<file path="config.mk">
export PLATFORM = sky130hd
export DESIGN_NAME = alu_op_sequencer
export DESIGN_NICKNAME = d
export VERILOG_FILES = /design/src/rtl/alu_seq_pkg.sv /design/src/rtl/alu.sv /design/src/rtl/alu_res_fifo.sv /design/src/rtl/alu_op_sequencer.sv
export SDC_FILE = /design/constraint.sdc
export NUM_CORES = 1
export LEC_CHECK = 0
export CAP_MARGIN = 20
export CORE_MARGIN = 5
export CORE_UTILIZATION = 57
export CTS_CLUSTER_SIZE = 30
export DETAILED_ROUTE_END_ITERATION = 12
export PLACE_DENSITY = 0.75
export RECOVER_POWER = 50
export SYNTH_ARGS = -nofsm -noshare
export SYNTH_HDL_FRONTEND = slang
export SYNTH_SLANG_ARGS = --single-unit
export TNS_END_PERCENT = 20
</file>
<file path="constraint.sdc">
create_clock -name clk -period 3.21 [get_ports clk]
set_input_delay 0.963 -clock clk [delete_from_list [all_inputs] [get_ports clk]]
set_output_delay 0.963 -clock clk [all_outputs]
set_load 0.05 [all_outputs]
</file>
<file path="src/rtl/alu_seq_pkg.sv">
// Shared types for the ALU op sequencer: FSM state encoding and result-flag bit positions.
// No logic here, so there is no latency and no backpressure.
package alu_seq_pkg;

  typedef enum logic [1:0] {
    IDLE  = 2'd0,
    EXEC  = 2'd1,
    WRITE = 2'd2
  } state_t;

  localparam int FLAG_Z   = 3;
  localparam int FLAG_O   = 2;
  localparam int FLAG_CA  = 1;
  localparam int FLAG_NEG = 0;

endpackage

</file>
<file path="src/rtl/alu.sv">
// Combinational N-bit ALU: 0 add, 1 sub, 2 and, 3 or, 4 xor, 5 not A, 6 shl A, 7 shr A, others pass A.
// Zero latency with no backpressure; Ca is carry-out (or no-borrow on sub, or the shifted-out bit on shifts).
module alu #(
  parameter int N = 4
) (
  input  logic [N-1:0] A,
  input  logic [N-1:0] B,
  input  logic [3:0]   sel,
  output logic [N-1:0] out,
  output logic         Z,
  output logic         O,
  output logic         Ca,
  output logic         Neg
);

  logic [N:0] wide;

  always_comb begin
    wide = '0;
    O    = 1'b0;
    case (sel)
      4'd0: begin
        wide = {1'b0, A} + {1'b0, B};
        O    = (A[N-1] == B[N-1]) && (wide[N-1] != A[N-1]);
      end
      4'd1: begin
        wide = {1'b0, A} + {1'b0, ~B} + (N+1)'(1);
        O    = (A[N-1] != B[N-1]) && (wide[N-1] != A[N-1]);
      end
      4'd2:    wide = {1'b0, A & B};
      4'd3:    wide = {1'b0, A | B};
      4'd4:    wide = {1'b0, A ^ B};
      4'd5:    wide = {1'b0, ~A};
      4'd6:    wide = {A, 1'b0};
      4'd7:    wide = {A[0], 1'b0, A[N-1:1]};
      default: wide = {1'b0, A};
    endcase
    out = wide[N-1:0];
    Ca  = wide[N];
    Z   = (wide[N-1:0] == '0);
    Neg = wide[N-1];
  end

endmodule

</file>
<file path="src/rtl/alu_res_fifo.sv">
// Result FIFO, DEPTH entries of W bits; head is read combinationally, and a write lands one cycle later.
// A push is refused when the FIFO is full unless a pop happens on the same edge; a pop on an empty FIFO is ignored.
module alu_res_fifo #(
  parameter int W     = 8,
  parameter int DEPTH = 4
) (
  input  logic                       clk,
  input  logic                       rst,
  input  logic                       push,
  input  logic [W-1:0]               push_dat,
  input  logic                       pop,
  output logic [W-1:0]               head,
  output logic [$clog2(DEPTH):0]     count,
  output logic                       full
);

  localparam int AW = $clog2(DEPTH);

  logic [W-1:0]  mem [DEPTH];
  logic [AW-1:0] wp;
  logic [AW-1:0] rp;
  logic          do_push;
  logic          do_pop;

  assign full    = (count == (AW+1)'(DEPTH));
  assign do_pop  = pop && (count != '0);
  assign do_push = push && (!full || do_pop);
  assign head    = mem[rp];

  // Storage is cleared too, so the head never shows a result from before reset.
  always_ff @(posedge clk) begin
    if (rst) begin
      wp    <= '0;
      rp    <= '0;
      count <= '0;
      for (int i = 0; i < DEPTH; i++) mem[i] <= '0;
    end else begin
      if (do_push) begin
        mem[wp] <= push_dat;
        wp      <= wp + AW'(1);
      end
      if (do_pop) rp <= rp + AW'(1);
      if (do_push && !do_pop)      count <= count + (AW+1)'(1);
      else if (do_pop && !do_push) count <= count - (AW+1)'(1);
    end
  end

endmodule

</file>
<file path="src/rtl/alu_op_sequencer.sv">
// Sequences one ALU operation at a time (IDLE->EXEC->WRITE) into a result FIFO; the result is queued 2 edges after the handshake.
// Accepts a request only in IDLE; stalls in WRITE while the FIFO is full and nothing is popped.
import alu_seq_pkg::*;

module alu_op_sequencer #(
  parameter int N     = 4,
  parameter int DEPTH = 4
) (
  input  logic                   clk,
  input  logic                   rst,
  input  logic                   req_valid,
  output logic                   req_ready,
  input  logic [N-1:0]           req_a,
  input  logic [N-1:0]           req_b,
  input  logic [3:0]             req_sel,
  output logic                   res_valid,
  input  logic                   res_ready,
  output logic [N-1:0]           res_out,
  output logic [3:0]             res_flags,
  output logic [$clog2(DEPTH):0] res_count
);

  state_t       state;
  logic [N-1:0] op_a;
  logic [N-1:0] op_b;
  logic [3:0]   op_sel;
  logic [N-1:0] alu_out;
  logic         alu_z;
  logic         alu_o;
  logic         alu_ca;
  logic         alu_neg;
  logic [3:0]   alu_flags;
  logic [N+3:0] cap;
  logic [N+3:0] head;
  logic         fifo_full;
  logic         push;
  logic         pop;

  alu #(.N(N)) u_alu (
    .A   (op_a),
    .B   (op_b),
    .sel (op_sel),
    .out (alu_out),
    .Z   (alu_z),
    .O   (alu_o),
    .Ca  (alu_ca),
    .Neg (alu_neg)
  );

  always_comb begin
    alu_flags           = '0;
    alu_flags[FLAG_Z]   = alu_z;
    alu_flags[FLAG_O]   = alu_o;
    alu_flags[FLAG_CA]  = alu_ca;
    alu_flags[FLAG_NEG] = alu_neg;
  end

  assign req_ready = (state == IDLE) && !rst;
  assign pop       = res_valid && res_ready;
  assign push      = (state == WRITE) && (!fifo_full || pop);

  alu_res_fifo #(.W(N + 4), .DEPTH(DEPTH)) u_fifo (
    .clk      (clk),
    .rst      (rst),
    .push     (push),
    .push_dat (cap),
    .pop      (pop),
    .head     (head),
    .count    (res_count),
    .full     (fifo_full)
  );

  assign res_valid = (res_count != '0);
  assign res_out   = head[N+3:4];
  assign res_flags = head[3:0];

  // The capture register holds its value across a WRITE stall, so nothing is lost while the FIFO is full.
  always_ff @(posedge clk) begin
    if (rst) begin
      state  <= IDLE;
      op_a   <= '0;
      op_b   <= '0;
      op_sel <= '0;
      cap    <= '0;
    end else begin
      case (state)
        IDLE: begin
          if (req_valid) begin
            op_a   <= req_a;
            op_b   <= req_b;
            op_sel <= req_sel;
            state  <= EXEC;
          end
        end
        EXEC: begin
          cap   <= {alu_out, alu_flags};
          state <= WRITE;
        end
        WRITE: begin
          if (push) state <= IDLE;
        end
        default: state <= IDLE;
      endcase
    end
  end

endmodule
</file>
==> impl_summary.txt, run 1 <==
----------------------------------------------------
[Layout]
  ANT cells ... 0
  Net count reported at finish ... 368
  Signed area change from the synthesized netlist to the final layout ... 16.1%
  Share of layout cells above drive strength 1 ... between 8 and 9%

[Yosys]
  Ys Warns ... 0
  Nets in the synthesized netlist ... 343
  Area share of the leading cell type in the synthesized netlist ... between 20% and 30%
  Synthesized netlist cell count ... around 310
  Seq/Total Area, Yosys ... a little under half
  Avg Cell Area, Syn ... 9.92 sq um
  Most used flip-flop cell after synthesis ... dfxtp_1
  Netlist area before placement ... ~0.0031 sq mm
  Number of enable-type register cells in the synthesized netlist ... 28
  Most repeated cell in the gate-level netlist after synthesis ... nand2_1
  Leading cell types by total area after synthesis ... edfxtp_1, dfxtp_1, nand2_1
  Top cells by instance count after synthesis ... nand2_1, dfxtp_1, edfxtp_1, nor2_1
  Proportion of synthesized flip-flops having asynchronous set or reset ... 0%
  Top cell type by total area after synthesis ... edfxtp_1
  Cell variety after synth ... 53
  Total of flip-flops plus latches after synthesis ... 58

[Drt]
  First-pass iteration count of the detailed router ... 4
  Count of unresolved DRC violations after routing ... 0
  Post-DR wirelength/cell ... 14.4 microns
  Final routed wirelength across all metal layers ... 5.93 mm
  Vias after detailed routing ... 2207
  DRC violation total after the first TritonRoute iteration ... 101
  Post-route antenna net violation count ... 0
  Detail-routed via count per cell ... roughly 5.4

[STA]
  Crit share post-route ... 95.4%
  Setup-violating endpoint count in the final report ... 0
  Endpoints failing hold ... 0
  Unrepaired setup endpoints after global routing ... false
  Worst Hold Slack ... 0.468 ns
  Relative slew margins ... 45.7%
  Final critical path time including I/O delays and setup ... 3.06 ns
  Number of max-slew violations in the final report ... 0
  Maximum clock skew at final layout ... ~0.0091 ns
  Total negative slack ... 0 ns
  Measured slew at the worst slew-check pin ... 0.814 ns
  Post-route setup slack ... between 0.1 and 0.15 ns
  Maximum operating frequency ... 327 MHz

[Worst setup path]
  Max FO, Critical Path ... 7
  CP Capture Type ... primary output
  Slowest cell on crit path ... clkdlybuf4s50_1
  Critical Path RT ... 2.25 ns
  Crit path buffers/inverters ... 2
  Arrival time of data at the critical path endpoint ... 2.10 ns
  Path type of the worst setup path ... reg2out
  Family with the most delay on the worst path ... buffers and inverters
  Peak per-stage delay on the critical path ... 0.72 ns
  Critical-path cell list ... buf_4 > mux4_2 > clkdlybuf4s50_1
  Kind of launch point of the worst setup path ... flip-flop

[Floorplan]
  Die extent in y ... around 84 microns
  I/O pin cnt ... 29
  Std-Cell Core Area ... between 0.005 and 0.006 sq mm
  Effective utilization at floorplan ... 59.7%
  Count of standard-cell rows ... 26
  DIE AREA ... 0.00698 sq mm
  Width of the die ... 83.6 microns

[Global route]
  Pin count of the biggest net entering global routing ... 35
  Antenna violations before repair ... 0
  Via count of the first global-routing pass ... 2107
  Total congestion overflow after global routing ... 0
  Total global-route track usage ... ~18%
  Global-route wire length before repair ... 9.90 mm

[CTS]
  Clock tree root driver cell ... clkbuf_8
  Maximum buffer depth of the clock tree ... 2
  Post-CTS resize count ... 0
  Depth of the CTS H-tree ... 3
  Clock latency reported for the late side of the worst-skew pair ... 0.34 ns
  TritonCTS clock tree ... done
  Clock edge transition at the registers on the reported setup and hold paths ... 0.07 ns
  Number of hold buffers added after cts ... 0
  Post-CTS setup buffer count ... 0
  Clock tree sinks ... 58
  Num CTS Buffers ... 9

[Place]
  Detail Placement HPWL ... 4.30 mm
  Number of buffers added on ports ... 28
  Final weighted congestion in routability-driven placement ... about 0.92
  Worst slack at placement ... approximately 0.12 ns

[Power and ir drop]
  Total power per unit cell area ... 671 mW/mm^2
  Maximum vdd drop ... 0.592 mV
  Pleak ... 1.36 nW

[Job]
  Max Cap Viol ... 0

[Hold path]
  Hold Path Class ... reg2reg

[Run status]
  Run status ... complete, no violations

----------------------------------------------------
-- path summary, 6_finish.rpt --
check / from / end / slack [ns] / cells after the start
worst max-delay path: flip-flop / res_flags[0] / 0.15 / 3
worst min register to register: cap[0] / cap[0] / 0.47 / 2
worst min-delay path: cap[0] / cap[0] / 0.47 / 2
worst max register to register: op_a[1] / cap[0] / 0.84 / 8
-- layout by cell type, fill, tap and decap left out, types with 3 or more instances in the layout --
cell type / instances
a21o_1: 3
a21oi_1: 23
and2_1: 7
clkbuf_1: 4
clkbuf_8: 9
clkdlybuf4s50_1: 24
dfxtp_1: 30
dlygate4sd3_1: 3
edfxtp_1: 28
fa_1: 3
ha_1: 13
inv_1: 23
mux2i_1: 3
mux4_2: 7
nand2_1: 52
nand2b_1: 5
nand3_1: 4
nor2_1: 28
nor3_1: 3
o211ai_1: 3
o21ai_0: 8
o311ai_0: 3
xnor2_1: 3
xor2_1: 6
-- power breakdown --
| part | total (W) | internal (W) | switching [W] |
|---|---|---|---|
| sequential | 0.000912 | 0.000840 | 0.0000719 |
| combinational | 0.000769 | 0.000309 | 0.000460 |
| clock | 0.000723 | 0.000433 | 0.000290 |
-- logic make-up (layout without fill, tap and decap cells) --
group / after synthesis / count (layout) / share of synthesized area [%]
compound gates: 56 / 56 / 11.6
buf+inv: 42 / 72 / 6.08
simple gates: 118 / 118 / 18.9
flops: 58 / 58 / 46.7
mux: 12 / 12 / 6.93
fa+ha+maj: 16 / 16 / 7.22
xor+xnor: 9 / 9 / 2.55
-- registers in the layout, summed over array words and instances (netlist names), named ones only --
signal,flops
op_b,4
u_fifo.rp,2
u_fifo.wp,2
op_sel,4
u_fifo.mem,28
op_a,4
u_fifo.count,3
cap,7
state,2
-- layout make-up --
cell class | count | area [sq um]
Clock buffer | 10 | 128
Tap cell | 70 | 87.6
Clock inverter | 6 | 82.6
Inverter | 23 | 86.3
Sequential cell | 58 | 1440
Timing Repair Buffer | 33 | 317
Fill cell | 419 | 1590
Multi-Input combinational cell | 211 | 1440
-- through the flow --
step	util [%]	std cells	instance area, sq um	power (W)
global route	69.3	411	3580	0.00251
global placement	65.7	395	3400	0.00170
detailed placement	65.7	395	3400	0.00172
finish	69.3	411	3580	0.00240
CTS	69.8	411	3610	0.00244
floorplan	-	311	3090	0.00149
-- per-layer routing --
layer | vias up | wire length, microns | GRT usage [%]
li1 | 1124 | - | -
met1 | 1022 | 2570 | 20.4
met2 | 46 | 2970 | 30.3
met3 | 15 | 220 | 4.05
met4 | 0 | 166 | 10.4
met5 | - | 0 | 0
-- tightest hold or removal path: stages, from the launching register on --
cell and delay [ns]:
dfxtp_1 0.31, nand2_1 0.05, a21oi_1 0.05
Power figures use the tool's default switching activity.
==> inputs of run 2 (changes only) <==
--- a/config.mk
+++ b/config.mk
@@ -5,11 +5,13 @@
 export SDC_FILE = /design/constraint.sdc
 export NUM_CORES = 1
 export LEC_CHECK = 0
+export ABC_AREA = 1
 export CAP_MARGIN = 20
 export CORE_MARGIN = 5
 export CORE_UTILIZATION = 57
 export CTS_CLUSTER_SIZE = 30
 export DETAILED_ROUTE_END_ITERATION = 12
+export GPL_ROUTABILITY_DRIVEN = 0
 export PLACE_DENSITY = 0.75
 export RECOVER_POWER = 50
 export SYNTH_ARGS = -nofsm -noshare
==> run 2 against run 1 <==
Via count rose by 18%. Fmax rose by 7.3%. First-iteration DRC count rose by 140%. Worst setup slack improved by 0.21 ns. Critical path depth rose by 3. Non-clock buffer count rose by 2. Hold slack improved by 0.010 ns. Clock power fell by 13%. Synthesized cell count rose by 23%. Count of clock-buffer cells in the layout did not move. Cell area rose by 1.2%. Combinational power fell by 2%. Critical path type is now in2reg. Largest power group unchanged. Highest routed layer unchanged.
==> impl_summary.txt, run 2 <==
----------------------------------------------------
[Run status]
  Run status ... complete, no violations

[Yosys]
  Fraction of synthesized cell area in xor and xnor cells ... 0.572% (-2.0 points)
  Cell variety after synth ... 29 (-45%)
  Most used flip-flop cell after synthesis ... dfxtp_1
  Area share of the leading cell type in the synthesized netlist ... 27.5% (+0.20 points)
  Leading cell types by total area after synthesis ... edfxtp_1, dfxtp_1, nor2_1
  Top cells by instance count after synthesis ... nor2_1, inv_1, o21ai_0
  Nets in the synthesized netlist ... 413 (+20%)
  Combinational family with the most area after synthesis ... simple AND/OR/NAND/NOR gates
  Top cell type by total area after synthesis ... edfxtp_1
  Synthesized netlist cell count ... 381 (+23%)
  Total of flip-flops plus latches after synthesis ... 58 (unchanged)
  Seq/Total Area, Yosys ... 47.1% (+0.34 points)
  Proportion of synthesized flip-flops having asynchronous set or reset ... 0% (unchanged)
  Avg Cell Area, Syn ... 8.04 sq um (-19%)
  Ys Warns ... 0 (unchanged)
  Netlist area before placement ... 0.00306 sq mm (-0.73%)
  Share of synthesized cell area in full adder, half adder and majority cells ... 7.27% (+0.053 points)
  Mux cell area share after synthesis ... 0% (-6.9 points)
  Most repeated cell in the gate-level netlist after synthesis ... nor2_1
  Synth Area in Compound Gates ... 14.8% (+3.2 points)
  Number of enable-type register cells in the synthesized netlist ... 28 (unchanged)
  Simple-gate portion of the synthesized area ... 22.1% (+3.2 points)

[Power and ir drop]
  Maximum vdd drop ... 0.521 mV (-12%)
  Total power per unit cell area ... 631 mW/mm^2 (-5.9%)
  Switching part of the total ... 37.3% (+3.1 points)
  Cell internal power dissipation ... 0.00144 W (-9.2%)
  Clock power share ... 27.5% (-2.6 points)
  Pleak ... 1.53 nW (+13%)
  Switching power summed over all nets ... 0.000854 W (+3.9%)
  Sequential power share ... 39.6% (+1.7 points)
  Gate power share ... 32.8% (+0.8 points)

[Worst setup path]
  Reg-to-Reg Start ... op_a[2]
  Max FO, Critical Path ... 24 (+17)
  Critical Path RT ... 3.23 ns (+0.98 ns)
  Critical Path Sink ... u_fifo.mem[3][6]
  Arrival time of data at the critical path endpoint ... 2.87 ns (+0.77 ns)
  Flop2flop setup slack ... 1.13 ns (+0.29 ns)
  Kind of launch point of the worst setup path ... primary input
  Register-to-Register Path Depth ... 13 (+5)
  CP Capture Type ... flip-flop
  Path type of the worst setup path ... in2reg
  Worst r2r dst ... cap[3]
  Setup crit start ... rst

[Drt]
  Detail-routed via count per cell ... 5.30 (-1.3%)
  Vias after detailed routing ... 2607 (+18%)
  First-pass iteration count of the detailed router ... 4 (unchanged)
  DRC violation total after the first TritonRoute iteration ... 242 (+140%)
  Post-route antenna net violation count ... 0 (unchanged)
  Final routed wirelength across all metal layers ... 6.69 mm (+13%)
  Count of unresolved DRC violations after routing ... 0 (unchanged)
  Post-DR wirelength/cell ... 13.6 microns (-5.8%)

[Floorplan]
  Width of the die ... 83.3 microns (-0.32%)
  Count of standard-cell rows ... 26 (unchanged)
  DIE AREA ... 0.00694 sq mm (-0.65%)
  Die extent in y ... 83.3 microns (-0.32%)
  Std-Cell Core Area ... 0.00517 sq mm (unchanged)
  I/O pin cnt ... 29 (unchanged)
  Effective utilization at floorplan ... 59.2% (-0.44 points)

[Global route]
  Antenna violations before repair ... 0 (unchanged)
  Most Used Layer, Global Route ... met2
  Via count of the first global-routing pass ... 2528 (+20%)
  Pin count of the biggest net entering global routing ... 25 (-29%)
  Global-route wire length before repair ... 11.5 mm (+16%)
  Routing usage on met2 ... 29.9% (-0.41 points)
  Total congestion overflow after global routing ... 0 (unchanged)
  Total global-route track usage ... 20.5% (+2.7 points)
  Global routing met1 resource utilization ... 28.5% (+8.1 points)
  Met3 track utilization from global routing ... 5.05% (+1.0 points)

[CTS]
  Clock latency reported for the late side of the worst-skew pair ... 0.33 ns (about the same)
  Clock tree root driver cell ... clkbuf_8
  Clock tree sinks ... 58 (unchanged)
  Depth of the CTS H-tree ... 3 (unchanged)
  Num CTS Buffers ... 9 (unchanged)
  TritonCTS clock tree ... done
  Clock edge transition at the registers on the reported setup and hold paths ... 0.06 ns (about the same)
  Maximum buffer depth of the clock tree ... 2 (unchanged)

[Layout]
  Flip-flop count of the largest register, all copies and words added ... 28 (unchanged)
  Signed area change from the synthesized netlist to the final layout ... 18.4%
  Leading cell types in the layout, fill and taps excluded ... nor2_1, inv_1, o21ai_0
  Area taken by flip-flops and latches ... 0.00144 sq mm (about the same)
  Final instance area ... 0.00363 sq mm (+1.2%)
  Net count reported at finish ... 449 (+22%)
  Multi-input combinational cell area ... 0.00137 sq mm (-5.2%)
  Fill cell total of the finished layout ... 434 (+3.6%)
  Share of layout cells above drive strength 1 ... 7.11% (-1.7 points)
  Most frequent standard cell in the layout excluding fill and tap cells ... nor2_1
  ANT cells ... 0 (unchanged)
  Reg with most FFs ... u_fifo.mem
  Registers with the most flip-flops ... u_fifo.mem: 28 flops, cap: 7 flops

[Place]
  Detail Placement HPWL ... 4.75 mm (+11%)
  Cell Area, Placed ... 0.00343 sq mm (+0.88%)
  Number of buffers added on ports ... 28 (unchanged)
  Worst slack at placement ... 0.144 ns (+0.0271 ns)

[STA]
  Final critical path time including I/O delays and setup ... 2.85 ns (-0.208 ns)
  Relative slew margins ... 35.5% (-10 points)
  Crit share post-route ... 88.9% (-6.5 points)
  Total negative slack ... 0 ns (unchanged)
  Maximum clock skew at final layout ... 0.00829 ns (-0.000847 ns)
  Post-route setup slack ... 0.356 ns (+0.208 ns)
  Setup-violating endpoint count in the final report ... 0 (unchanged)
  Measured slew at the worst slew-check pin ... 0.968 ns (+0.154 ns)
  Maximum operating frequency ... 350 MHz (+7.3%)
  Number of max-slew violations in the final report ... 0 (unchanged)
  Unrepaired setup endpoints after global routing ... false
  Endpoints failing hold ... 0 (unchanged)

[Job]
  Max Cap Viol ... 0 (unchanged)

[Hold path]
  Hold Path Class ... reg2reg

----------------------------------------------------
run 2: timing repair:
item                                    in CTS  in global routing
endpoints found under the setup margin       8                  8
hold buffers                                 0                  0
resized for setup                            1                  8
buffers inserted                             0                  0
run 2: worst min-delay path by stage:
stage                       from  slack, ns  depth (start not counted)           end
finish                    cap[1]       0.48                          2        cap[1]
global route              cap[1]       0.51                          2        cap[1]
CTS                 u_fifo.rp[1]       0.47                          2  u_fifo.rp[1]
detailed placement  u_fifo.rp[1]       0.46                          2     flip-flop
global placement    u_fifo.rp[1]       0.45                          2     flip-flop
floorplan           u_fifo.rp[1]       0.44                          2     flip-flop
run 2: critical path, cell delays in order:
cell and delay, ns:
clkdlybuf4s50_1 0.42, buf_4 0.18, inv_1 0.07, clkbuf_1 0.72, o21ai_0 0.21, clkbuf_1 0.31
run 2: cells by family (layout without fill, tap and decap cells):
group | after synthesis | after routing
flops | 58 | 58
simple gates | 157 | 157
buf+inv | 62 | 103
compound gates | 86 | 86
fa+ha+maj | 16 | 16
xor+xnor | 2 | 2
run 2: final cells by class:
type	instances	share of cell area, %
sequential	58	39.8
multi-input combinational	261	37.7
timing repair buffer	35	9.63
tap	70	2.42
inverter	52	5.38
clock inverter	6	1.59
clock buffer	10	3.52
run 2: layer usage:
layer,vias to the layer above,part of all wire (%)
li1,1329,-
met1,1171,47
met2,98,45
met3,9,6.9
met4,0,1.4
met5,-,0
run 2: metrics by stage:
stage	util (%)	total power (W)	instances	hold WS [ns]
2_1_floorplan	-	0.00145	381	0.436
3_3_place_gp	66.3	0.00167	475	0.454
3_5_place_dp	66.3	0.00168	475	0.461
4_1_cts	69.9	0.00231	491	0.470
5_1_grt	70.1	0.00243	492	0.512
6_report	70.1	0.00229	492	0.478
run 2: power by group through the flow:
| stage | clock, W | sequential, W | combinational [W] |
|---|---|---|---|
| after floorplan | 0 | 0.000945 | 0.000504 |
| after detailed placement | 0 | 0.000922 | 0.000755 |
| after global routing | 0.000683 | 0.000921 | 0.000823 |
| final | 0.000631 | 0.000907 | 0.000752 |
| after CTS | 0.000645 | 0.000908 | 0.000760 |
| after global placement | 0 | 0.000920 | 0.000746 |
